<file path="config.mk">
export PLATFORM = sky130hd
export DESIGN_NAME = carpma_birimi
export DESIGN_NICKNAME = d
export VERILOG_FILES = /design/src/rtl/carpma_birimi.sv
export SDC_FILE = /design/constraint.sdc
export NUM_CORES = 2
export LEC_CHECK = 0
export CELL_PAD_IN_SITES_DETAIL_PLACEMENT = 0
export CELL_PAD_IN_SITES_GLOBAL_PLACEMENT = 1
export CORE_UTILIZATION = 39
export CTS_CLUSTER_DIAMETER = 60
export CTS_CLUSTER_SIZE = 28
export DETAILED_ROUTE_END_ITERATION = 12
export GPL_TIMING_DRIVEN = 0
export PLACE_DENSITY = 0.78
export SLEW_MARGIN = 20
export SYNTH_ARGS = -nofsm -noshare
export SYNTH_HDL_FRONTEND = slang
export SYNTH_SLANG_ARGS = --single-unit
</file>
<file path="constraint.sdc">
create_clock -name clk_i -period 14.1 [get_ports clk_i]
set_clock_uncertainty 0.15 [all_clocks]
set_input_delay 4.23 -clock clk_i [delete_from_list [all_inputs] [get_ports clk_i]]
set_output_delay 4.23 -clock clk_i [all_outputs]
set_load 0.02 [all_outputs]
</file>
<file path="src/rtl/carpma_birimi.sv">
`default_nettype none
// ============================================================================
//  Module      : carpma_birimi
//  Description : RV32M multiply unit (MUL/MULH/MULHSU/MULHU), registered result.
//  Revision    : 1.0 - initial release
// ============================================================================
module carpma_birimi (
    input  logic        clk_i,
    input  logic        rst_i,
    input  logic        durdur_i,
    input  logic [1:0]  kontrol_i,
    input  logic [31:0] deger1_i,
    input  logic [31:0] deger2_i,
    output logic [31:0] sonuc_o
);

    localparam logic [1:0] CARPMA_MUL    = 2'b00;
    localparam logic [1:0] CARPMA_MULH   = 2'b01;
    localparam logic [1:0] CARPMA_MULHSU = 2'b10;
    localparam logic [1:0] CARPMA_MULHU  = 2'b11;

    logic        w_isaret1;
    logic        w_isaret2;
    logic [63:0] w_genis1;
    logic [63:0] w_genis2;
    logic [63:0] w_carpim;
    logic [31:0] w_secim;
    logic [31:0] r_sonuc;

    assign w_isaret1 = (kontrol_i != CARPMA_MULHU) & deger1_i[31];
    assign w_isaret2 = ((kontrol_i == CARPMA_MUL) | (kontrol_i == CARPMA_MULH)) & deger2_i[31];

    // Extending straight to 64 bits yields the same low 64 bits as the 33x33 signed product.
    assign w_genis1 = {{32{w_isaret1}}, deger1_i};
    assign w_genis2 = {{32{w_isaret2}}, deger2_i};
    assign w_carpim = w_genis1 * w_genis2;

    assign w_secim  = (kontrol_i == CARPMA_MUL) ? w_carpim[31:0] : w_carpim[63:32];

    always_ff @(posedge clk_i) begin
        if (rst_i) begin
            r_sonuc <= 32'h0000_0000;
        end else if (!durdur_i) begin
            r_sonuc <= w_secim;
        end
    end

    assign sonuc_o = r_sonuc;

endmodule
`default_nettype wire

</file>
== Word-level counts from Yosys, hierarchy flattened ==
Index checks and enable logic that the tools add are counted.
Word-level totals
  flip-flop bits (word level): 32
  bits of input ports: 69
  output and inout port bits: 32
  word-level logic and storage cells: 9
Cells by class
  multiply operators: 1
  equal/unequal tests: 2
  mux-type cells: 1
  bitwise gates (word level): 3
  reductions and logical operators: 1
Operators by type and width (count)
  33-bit by 33-bit multiplier with 64-bit output: 1
  32-bit two-way mux: 1
  1-bit AND: 2
  2-bit by 1-bit == test with 1-bit output, second input constant: 1
  2-bit zero test: 1
  2-bit != test, second input constant: 1
  1-bit bitwise OR: 1

== Depth between registers and ports, before layout ==
  depth in word-level cells: 5
  mapped depth: 30
  gate-level depth less buffers: 27

== Least setup slack after synthesis ==
OpenSTA, ideal clock, no wires.
  path kind: in2reg
  start: input port deger1_i[31]
  end: register r_sonuc[27] (netlist: sonuc_o[27])
  library setup time: 0.127 ns
  arrival time: 11.612 ns
  data required time: 13.823 ns
  path slack: 2.212 ns
  stages: 25
  path buffers: 2
  cells stage by stage: a21boi_1 -> clkbuf_1 -> nand2_1 -> inv_1 -> fa_1 -> fa_1 -> fa_1 -> fa_1 -> inv_1 -> fa_1 -> fa_1 -> fa_1 -> fa_1 -> inv_1 -> ha_1 -> clkbuf_1 -> a21o_1 -> a21o_1 -> a21o_1 -> a21o_1 -> a21oi_1 -> o31a_1 -> mux2i_1 -> a32o_1 -> or3_1
On the way
  word-level cells in the longest chain between the ends: 3
RTL lines
  start, declared: RTL line 12  | input logic [31:0] deger1_i,
  1-bit AND: RTL line 30  | assign w_isaret1 = (kontrol_i != CARPMA_MULHU) & deger1_i[31];
  33-bit by 33-bit multiplier with 64-bit output *: RTL line 36  | assign w_carpim = w_genis1 * w_genis2;
  32-bit two-way mux *: RTL line 38  | assign w_secim = (kontrol_i == CARPMA_MUL) ? w_carpim[31:0] : w_carpim[63:32];
  end signal, assigned: RTL line 44  | r_sonuc <= w_secim;
  end, declared: RTL line 28  | logic [31:0] r_sonuc;
Mark *: on every way between the ends. The rest lies on a longest branch, timed or not.
A chain may end at the register's enable or synchronous reset.

== Worst setup path after layout ==
  start: input port kontrol_i[1]
  end: register r_sonuc[27] (netlist: sonuc_o[27])
On the way
  word-level cells in the longest chain between the ends: 5
  elaborated cells on any way between the ends: 8
  those cells by class: mul (1); eq/ne (2); mux (1); bitwise (3); reduce/logical (1)
RTL lines
  start, declared: RTL line 11  | input logic [1:0] kontrol_i,
  2-bit by 1-bit == test with 1-bit output or 2-bit zero test (tied branches): RTL line 31, 38
  1-bit bitwise OR: RTL line 31  | assign w_isaret2 = ((kontrol_i == CARPMA_MUL) | (kontrol_i == CARPMA_MULH)) & deger2_i[31];
  1-bit AND: RTL line 31
  33-bit by 33-bit multiplier with 64-bit output: RTL line 36
  32-bit two-way mux *: RTL line 38
Marks and branches as above.

==> flow_metrics.py <==
metrics = {
    "clock_network": {
        "cts_made_buffers": 5,
        "clock-root-buffer": "clkbuf_16",
        "clock_latency_ns": 0.28,
        "clkSinkCount": 32,
        "clk_pin_slew_ns": 0.05,
        "cts_setup_buffers": 0,
        "post_cts_resized": 0,
        "cts_hold_buf": 0,
        "cts_tree": "done",
        "cts-htree-levels": 2,
        "clock_path_buffers": 2,
    },
    "logic_synthesis": {
        "yosysWarningCount": 0,
        "synthDistinctLibCells": 60,
        "syn_area_mm2": 0.0395,
        "synth_edf_count": 0,
        "synth_nets": 5816,
        "synth_flop_cell": "dfxtp_1",
        "synth_cells": 4410,
        "synth_seq_cells": 32,
        "avgSynthCellArea_um2": 8.95,
        "synthArstFlopShare_pct": 0,
        "seq_area_frac_synth_pct": 1.62,
    },
    "floorplanning": {
        "rows": 116,
        "die-area_mm2": 0.102,
        "start_util_pct": 39.4,
        "core-area_mm2": 0.100,
        "ioPinCount": 101,
        "die-width_um": 320,
        "dieHeight_um": 320,
    },
    "critical_path": {
        "cpPeakStageDelay_ns": 0.73,
        "end_kind": "flip-flop",
        "cp_num_buf_inv": 6,
        "critical-path-top-delay-family": "adder cells",
        "crit_arrival_ns": 13.79,
        "critPathMaxFanout": 12,
        "cpMostUsedCell": "fa_1",
        "worstPathRequired_ns": 14.11,
        "cp_slowest_cell": "clkdlybuf4s50_1",
        "path_class": "in -> reg",
        "critPathLaunchType": "primary input",
    },
    "timing": {
        "slew_violations": 0,
        "period_needed_ns": 13.78,
        "fmax_ghz": 0.0726,
        "final-setup-viol-count": 0,
        "rsz0062_at_grt": "no",
        "slew_headroom_pct": 16.1,
        "finalCritPeriodShare_pct": 97.7,
        "hold_violations": 0,
        "worst_pin_slew_ns": 1.26,
    },
    "cells_and_area": {
        "fill_cells": 10100,
        "synthToLayoutAreaGrowth_pct": 7.14,
        "final_util_pct": 42.2,
        "largest_reg_flops": 32,
        "fin_nets": 5920,
        "drive_gt1_share_pct": 0.908,
    },
    "placement": {
        "hpwl_mm": 131,
        "portBuffers": 96,
        "gp_congestion": 1.03,
    },
    "global_routing": {
        "antenna_found_initial": 9,
        "first_global_vias": 33000,
        "grt_overflow": 0,
        "grt_max_degree": 25,
        "grt_first_pass_wirelength_mm": 223,
        "grt_usage_pct": 30.2,
    },
    "drt": {
        "final_antenna_net_count": 0,
        "wl_per_cell_um": 25.9,
        "drt_wl_total_mm": 151,
        "first_pass_iters": 5,
        "detail_route.vias_per_cell": 5.35,
        "dr_total_vias": 31200,
        "drt_iter0_drc": 2913,
        "drc": 0,
    },
    "min_path": {
        "hold_class": "reg -> reg",
    },
    "outcome": {
        "status": "complete, no violations",
    },
    "run": {
        "maxCapViolations": 0,
    },
}
## placed cells by master, fill, tap and decap left out, types with 14 or more instances in the layout
cell type        count
xor2_1              16
o21bai_1            15
clkbuf_1           235
a21o_1              34
nand4_1             23
nand3_1             18
o21ai_0             62
xnor2_1             44
ha_1               212
a21oi_1             93
fa_1              1124
dfxtp_1             32
clkdlybuf4s50_1     96
o211ai_1            14
nor3_1              28
nand2_1            795
and2_1             325
inv_1             1098
nor2_1              85
## path summary, 6_finish.rpt
check | start | end | slack, ns | cells past startpoint
min reg2reg | sonuc_o[2] | sonuc_o[2] | 0.32 | 2
max reg2reg | sonuc_o[27] | sonuc_o[27] | 12.50 | 5
max | kontrol_i[1] | sonuc_o[27] | 0.32 | 26
min | sonuc_o[2] | sonuc_o[2] | 0.32 | 2
## synth_stat cells, drive strengths merged, types with 6 or more instances
library cell	count	area share, %
fa	1125	57
mux2i	6	0.15
dfxtp	32	1.6
o21bai	15	0.29
inv	1100	10
o211ai	14	0.27
a211oi	8	0.15
and2	325	5.2
xnor2	44	0.98
nand3	18	0.23
xor2	16	0.36
nand2	795	7.6
a21o	34	0.65
or2	9	0.14
nor2	85	0.81
nand4	23	0.36
buf	6	0.070
nor4	7	0.11
nand2b	6	0.095
a31oi	11	0.19
ha	212	6.7
and3	6	0.095
o21a	7	0.13
clkbuf	240	2.3
a21oi	93	1.2
or3	13	0.21
nor3	29	0.38
o21ai	72	0.91
a221oi	8	0.19
## cell type report
| type | count | area (um^2) | area share, % |
|---|---|---|---|
| Multi-Input combinational cell | 3032 | 33800 | 79.9 |
| Inverter | 1100 | 4140 | 9.79 |
| Tap cell | 1298 | 1620 | 3.84 |
| Timing Repair Buffer | 97 | 976 | 2.31 |
| Buffer | 246 | 936 | 2.21 |
| Sequential cell | 32 | 641 | 1.52 |
| Clock buffer | 6 | 129 | 0.305 |
| Clock inverter | 2 | 35.0 | 0.0829 |
| Antenna cell | 13 | 32.5 | 0.0770 |
## per-layer routing
| metal | vias to the layer above | GRT usage, % | routed length [um] |
|---|---|---|---|
| met4 | 8 | 13.9 | 8610 |
| met5 | - | 0 | 101 |
| met2 | 1575 | 46.9 | 67400 |
| met1 | 16300 | 40.5 | 59600 |
| met3 | 313 | 6.09 | 14900 |
| li1 | 12900 | - | - |
## cells by family after synthesis
group	Yosys count	share of synthesized area, %
buffers and inverters	1346	12.8
adders and majority gates	1337	63.8
and+or+nand+nor	1324	15.3
AOI/OAI and AO/OA	304	4.93
xor gates and xnor gates	60	1.33
DFF	32	1.62
muxes	7	0.190
## worst register-to-register path, stage by stage, from the launching register on
cell,delay [ns]
dfxtp_1,0.33
o21ai_0,0.16
nor2_1,0.08
and2_1,0.19
a32o_1,0.24
or3_1,0.33
## stage by stage
step                std cells  setup TNS [ns]  hold slack, ns  instance area [um^2]  setup slack [ns]
floorplan                4410               0           0.391                 39500              2.21
detailed placement       5804          -0.209           0.310                 42000            -0.183
global route             5813               0           0.341                 42200            0.0334
finish                   5826               0           0.318                 42300             0.323
global placement         5804          -0.368           0.306                 42000            -0.226
CTS                      5812               0           0.319                 42200            0.0746
Power is left out: the tool's default activity adds up to more than one toggle a clock period on the data nets, which glitch-free logic cannot reach.
